--- src/rtl/geri_yaz_yazmac_obegi.sv ---
// Writeback stage and integer register file: selects the rd value, commits it to x1..x31,
// serves two bypassed read ports and keeps the retired-instruction counter.
module geri_yaz_yazmac_obegi #(
  parameter int unsigned ADRES_BIT = 5,
  parameter int unsigned SAYAC_BIT = 64
) (
  input  logic                 clk_i,
  input  logic                 rst_i,
  input  logic                 yurut_gecerli_i,
  input  logic [2:0]           yurut_mikroislem_i,
  input  logic [ADRES_BIT-1:0] yurut_rd_adres_i,
  input  logic [31:0]          yurut_rd_deger_i,
  input  logic [31:0]          yurut_ps_artmis_i,
  input  logic [31:0]          yurut_bib_deger_i,
  input  logic [31:0]          yurut_carpma_deger_i,
  input  logic                 ddb_durdur_i,
  input  logic [ADRES_BIT-1:0] cyo_rs1_adres_i,
  input  logic [ADRES_BIT-1:0] cyo_rs2_adres_i,
  output logic [31:0]          cyo_rs1_deger_o,
  output logic [31:0]          cyo_rs2_deger_o,
  output logic [31:0]          cyo_yonlendir_deger_o,
  output logic                 cyo_yonlendir_gecerli_o,
  output logic [SAYAC_BIT-1:0] csr_instret_o
);

  localparam int unsigned VERI_BIT   = 32;
  localparam int unsigned YAZMAC_SAY = 2 ** ADRES_BIT;

  logic [VERI_BIT-1:0]  yazmac_q [YAZMAC_SAY];
  logic [SAYAC_BIT-1:0] instret_q;
  logic [VERI_BIT-1:0]  yaz_deger;
  logic                 commit;
  logic                 yaz;

  // Final rd value from the execute stage's registered results.
  always_comb begin
    yaz_deger = yurut_rd_deger_i;
    unique case (yurut_mikroislem_i[2:1])
      2'b00:   yaz_deger = yurut_rd_deger_i;
      2'b01:   yaz_deger = yurut_ps_artmis_i;
      2'b10:   yaz_deger = yurut_bib_deger_i;
      default: yaz_deger = yurut_carpma_deger_i;
    endcase
  end

  assign commit = yurut_gecerli_i & ~ddb_durdur_i & ~rst_i;
  assign yaz    = commit & yurut_mikroislem_i[0] & (yurut_rd_adres_i != '0);

  assign cyo_yonlendir_deger_o   = yaz_deger;
  assign cyo_yonlendir_gecerli_o = yaz;
  assign csr_instret_o           = instret_q;

  // Register array; reset clears every entry and wins over a same-cycle write.
  always_ff @(posedge clk_i) begin
    if (rst_i) begin
      for (int i = 0; i < int'(YAZMAC_SAY); i++) begin
        yazmac_q[i] <= '0;
      end
    end else if (yaz) begin
      yazmac_q[yurut_rd_adres_i] <= yaz_deger;
    end
  end

  // Counts every committed instruction, wrapping silently.
  always_ff @(posedge clk_i) begin
    if (rst_i) begin
      instret_q <= '0;
    end else if (commit) begin
      instret_q <= instret_q + SAYAC_BIT'(1);
    end
  end

  // Read port 1: x0 reads zero, otherwise same-cycle bypass before the array.
  always_comb begin
    cyo_rs1_deger_o = yazmac_q[cyo_rs1_adres_i];
    if (cyo_rs1_adres_i == '0) begin
      cyo_rs1_deger_o = '0;
    end else if (yaz && (cyo_rs1_adres_i == yurut_rd_adres_i)) begin
      cyo_rs1_deger_o = yaz_deger;
    end
  end

  always_comb begin
    cyo_rs2_deger_o = yazmac_q[cyo_rs2_adres_i];
    if (cyo_rs2_adres_i == '0) begin
      cyo_rs2_deger_o = '0;
    end else if (yaz && (cyo_rs2_adres_i == yurut_rd_adres_i)) begin
      cyo_rs2_deger_o = yaz_deger;
    end
  end

endmodule
--- config.mk ---
export PLATFORM = sky130hd
export DESIGN_NAME = geri_yaz_yazmac_obegi
export DESIGN_NICKNAME = d
export VERILOG_FILES = /design/src/rtl/geri_yaz_yazmac_obegi.sv
export SDC_FILE = /design/constraint.sdc
export NUM_CORES = 2
export LEC_CHECK = 0
export CAP_MARGIN = 10
export CORE_ASPECT_RATIO = 0.5
export CORE_MARGIN = 3
export CORE_UTILIZATION = 42
export CTS_CLUSTER_DIAMETER = 100
export DETAILED_ROUTE_END_ITERATION = 10
export DONT_BUFFER_PORTS = 1
export PLACE_DENSITY_LB_ADDON = 0.12
export SETUP_SLACK_MARGIN = 0.02
export SLEW_MARGIN = 20
export SYNTH_ARGS = -nofsm -noshare
export SYNTH_HDL_FRONTEND = slang
export SYNTH_SLANG_ARGS = --single-unit
--- constraint.sdc ---
create_clock -name clk_i -period 4 [get_ports clk_i]
set_input_delay 0.8 -clock clk_i [delete_from_list [all_inputs] [get_ports clk_i]]
set_output_delay 0.8 -clock clk_i [all_outputs]
set_load 0.05 [all_outputs]
After elaboration in Yosys (flattened, before gate mapping)
Memory sizes are Yosys's and may differ from the RTL's.
Index checks and enable logic that the tools add are counted.

word-level totals
  bits in registers = 64
  memory bits (writable) = 1024
  output and inout bits = 161
  logic and storage cells = 33
  memories = 1

operators by class
  add/subtract/negate cells = 1
  equality and inequality tests = 4
  muxes and demuxes = 13
  bitwise operators = 6
  reduce and logical (&&, ||, !) cells = 7

memories
  memory    words  width  rd ports  clocked after Yosys merged registers in  wr ports  line  source
  yazmac_q  32     32     2         0                                        32        29    logic [VERI_BIT-1:0] yazmac_q [YAZMAC_SAY];

operators by type and width
  cell                                           count
  two-way mux 32 bit                             5
  case mux 32 bit (3 select lines)               1
  adder 64 x 1 -> 64 bit, second input constant  1
  OR reduction 32 bit                            1
  == test 5 bit                                  2
  logical NOT 5 bit                              2
  two-way mux 1 bit                              6
  two-way mux 5 bit                              1
  nonzero test 5 bit                             1
  AND 1 bit                                      4
  == test 2 x 1 -> 1 bit, second input constant  1
  == test 2 bit, second input constant           1
  logical AND 1 bit                              2
  logical NOT 2 bit                              1
  inverter 1 bit                                 2

Depth between registers and ports, before layout
  word-level depth = 10
  depth in mapped cells = 11
  mapped depth without buffers = 7

Worst setup path before layout
Ideal clock, no wire load.

  kind = in2out
  start = in rst_i
  end = out cyo_rs1_deger_o[22]
  arrival = 3.475 ns
  required time = 3.200 ns
  setup slack = -0.275 ns
  stages on the path = 7
  buffers on the path = 3
  cells stage by stage = buf_2 -> and4bb_2 -> o31ai_2 -> or4_1 -> clkbuf_1 -> buf_2 -> o31ai_1

between the ends
  word-level cells in the longest chain between the ends = 7

ends and longest elaborated chain
  element                  line  source
  from (decl)              8     input logic rst_i,
  inverter 1 bit           46    assign commit = yurut_gecerli_i & ~ddb_durdur_i & ~rst_i;
  AND 1 bit                46
  AND 1 bit (2 in series)  47    assign yaz = commit & yurut_mikroislem_i[0] & (yurut_rd_adres_i != '0);
  logical AND 1 bit        78    end else if (yaz && (cyo_rs1_adres_i == yurut_rd_adres_i)) begin
  two-way mux 32 bit       78
  two-way mux 32 bit       76    if (cyo_rs1_adres_i == '0) begin
  to (decl)                19    output logic [31:0] cyo_rs1_deger_o,

No other way between the ends.

Worst setup path after layout
  start = in cyo_rs2_adres_i[0]
  end = out cyo_rs2_deger_o[22]

between the ends
  word-level cells in the longest chain between the ends = 4
  elaborated cells between the ends (all ways) = 6
  those cells by class = 1 x eq/ne; 2 x mux; 2 x reduce/logical; 1 x memory

ends and longest elaborated chain
  element                                                                            line  source
  from (decl)                                                                        18    input logic [ADRES_BIT-1:0] cyo_rs2_adres_i,
  parallel branches: the longest is 3 deep, another holds memory read (32 x 32 bit)  n/a
  two-way mux 32 bit (*)                                                             85    if (cyo_rs2_adres_i == '0) begin
  to (decl)                                                                          20    output logic [31:0] cyo_rs2_deger_o,

Mark *: on every way between the ends.

==> metrics.md <==
| Metric | Value |
|---|---|
| CP cell instances | `mux4_2, o21ai_0, a221o_1, nand3_1, o211ai_1, o21ai_1, buf_4` |
| Wirelength, routed | `between 200000 and 250000 um` |
| Fill count | `11900` |
| Peak VDD IR | `roughly 0.32 mV` |
| Leak | `approximately 23 nW` |
| Mean Syn Cell Area | `around 13 um2` |
| WS Path Type | `in -> out` |
| PortBufs | `0` |
| Num CTS Buffers | `between 100 and 150` |
| Main area contributors after synthesis | `edfxtp_1, mux4_2, nor2_1, mux2i_1, dfxtp_1` |
| Worst Setup End Kind | `output port` |
| Clk_skew | `between 0.015 and 0.02 ns` |
| FF/Latch Area | `approximately 32000 um2` |
| Fin nets | `~4500` |
| Synth area leader | `edfxtp_1` |
| Vias post-DR | `~42000` |
| Largest net degree at the start of global routing | `317` |
| Critical path arrival | `about 3.7 ns` |
| Status | `complete, but fails checks` |
| Commonest cells in the netlist | `nor2_1, edfxtp_1, mux4_2, clkbuf_1, mux2i_1` |
| CP max-delay cell | `mux4_2` |
| Max-Cap Viols | `0` |
| Final Hold Viols | `0` |
| Relative slew margins | `-1.01%` |
| YS warnings | `0` |
| CP required | `between 3 and 4 ns` |
| EDFF count, synth | `between 1000 and 1500` |
| Vias in the first global route | `40700` |
| Post-synth ARST share | `0%` |
| Worst-path clk slew | `roughly 0.06 ns` |
| Detailed Routing Iterations Pass 1 | `6` |
| Initial core utilization | `a little over two fifths` |
| Synth Register Bits | `around 1100` |
| Mapped Area | `around 57000 um2` |
| Worst Hold Class | `in -> reg` |
| First-pass GRT wire length | `~320000 um` |
| Post-synth cell types | `between 70 and 80` |
| GP Congestion | `a little under 0.9` |
| Slowest stage delay, CP | `a little under 1 ns` |
| Worst Setup SP | `cyo_rs2_adres_i[0]` |
| Slew Limit Fails | `29` |
| Gr usage total | `around a third` |
| Post-synth top area share | `a little over half` |
| Place WS | `-0.467 ns` |
| Congestion Overflow GR | `0` |
| Die area | `between 100000 and 150000 um2` |
| Worst setup SP type | `input port` |
| Final cycle utilization of the critical path | `111%` |
| Core area | `between 100000 and 150000 um2` |
| Clk sinks | `~1100` |
| Power per cell area | `~430 nW/um2` |
| Post-Synthesis Cells | `between 4000 and 5000` |
| Sequential cell area fraction in the yosys report | `~56%` |
| Hold Crit Start | `rst_i` |
| Largest fanout on the critical path | `between 300 and 400` |
| Critical path's top delay family | `multiplexers` |
| Vias per cell | `around 6.6` |
| Fin crit period | `4.45 ns` |
| Power, Total | `between 20 and 30 mW` |
| Final Worst Setup Slack | `-0.451 ns` |
| Final Setup Violations | `20` |
| RSZ-0062 raised after global routing | `no` |
| Synth Flop Type | `edfxtp_1` |
| CTS tree | `done` |
| Area Growth Syn to Fin | `12.6%` |
| Initial antenna violation count | `7` |
| DR WL/cell | `around 37 um` |
| Most common cell in the netlist | `nor2_1` |
| Root Driver | `clkbuf_16` |
| H-tree levels | `3` |
| Worst R2R Start | `csr_instret_o[0]` |
| CP bufs+invs | `1` |
| DRC viols | `0` |
| Slew @ Worst Pin | `around 1.5 ns` |
| Setup total negative slack | `-4.61 ns` |
| Layout cells sized above 1 | `between 20% and 30%` |
| HPWL reported at the end of detailed placement | `roughly 130000 um` |
| Worst skew pair latency | `about 0.73 ns` |
| Die width | `about 530 um` |
| DRT iter0 DRCs | `approximately 6600` |
| Multi-input logic area | `roughly 24000 um2` |
| Die height | `approximately 270 um` |
| Failing checks | `max-slew violations, negative setup slack` |
| Longest Clk Path Bufs | `3` |
| Io pins | `about 310` |
| FMAX | `roughly 0.22 GHz` |
| Cell row count | `95` |
| Post-DRT Antenna Nets | `0` |
==> routing by layer <==
layer  routed length [um]  vias to the layer above  global-route usage (%)
li1                     -                    16500                       -
met1                86500                    21500                    43.2
met2               102000                     2992                    49.1
met3                30200                      561                    9.17
met4                11700                        6                    14.1
met5                  143                        -                   0.667
==> timing repair <==
item,in CTS,in global routing
setup endpoints to repair,18,6
hold buffers,0,0
buffers inserted,3,6
resized for setup,4,4
pin swaps,2,2
==> registers in the layout, summed over array words and instances, names as in the netlist <==
name           flops
csr_instret_o     64
yazmac_q        1024
==> cells by family after synthesis <==
kind of cell,synth area share (%)
AO/OA/AOI/OAI,4.86
other,0.00655
buffers and inverters,3.66
AND/OR/NAND/NOR,11.4
XOR/XNOR,1.02
adder cells (fa/ha/maj),0.0218
flip-flops,55.9
multiplexers,23.1
==> power breakdown <==
group | leakage (nW) | internal (mW) | switching [mW]
combinational | 11.4 | 1.58 | 2.46
sequential | 10.2 | 13.0 | 0.285
clock | 1.63 | 5.47 | 4.61
total | 23.3 | 20.0 | 7.36
==> worst reg2reg max path: cells and delay by family, from the launching register on <==
kind	cells	cell delay (ns)
and+or+nand+nor	5	1.31
DFF	1	0.70
buffers and inverters	1	0.25
adders and majority gates	1	0.24
xor gates and xnor gates	1	0.22
==> path summary, 6_finish.rpt <==
| kind | endpoint | slack (ns) | cells after the start |
|---|---|---|---|
| max | cyo_rs2_deger_o[22] | -0.45 | 7 |
| min | csr_instret_o[7] | 0.15 | 1 |
| max reg2reg | csr_instret_o[48] | 1.20 | 8 |
| min reg2reg | csr_instret_o[4] | 0.73 | 3 |
==> cell type report <==
class | instances | area share, %
sequential | 1088 | 49.7
multi-input combinational | 2848 | 37.0
timing repair buffer | 308 | 4.40
clock buffer | 125 | 4.26
tap | 1794 | 3.48
clock inverter | 64 | 0.885
inverter | 41 | 0.241
antenna | 2 | 0.00776
==> metrics by stage <==
| stage | cells | utilization, % | instance area [um2] | hold WS [ns] |
|---|---|---|---|---|
| finish | 6270 | 47.8 | 64500 | 0.153 |
| global route | 6269 | 47.8 | 64500 | 0.112 |
| CTS | 6262 | 47.8 | 64400 | 0.101 |
| detailed placement | 6070 | 45.3 | 61000 | 0.709 |
| global placement | 6070 | 45.3 | 61000 | 0.709 |
| floorplan | 4415 | - | 57400 | 0.708 |
==> placed cells by master (no fill, tap or decap), types with 44 or more instances in the layout <==
cell type / count
nor2_1: 1073
xor2_1: 50
nand2_1: 199
edfxtp_1: 1024
mux4_2: 432
dfxtp_1: 64
o21ai_0: 51
buf_4: 266
clkbuf_16: 107
and3_1: 45
a221oi_1: 62
mux2_2: 44
a21oi_1: 69
mux2i_1: 296
(Power assumes the default switching activity.)
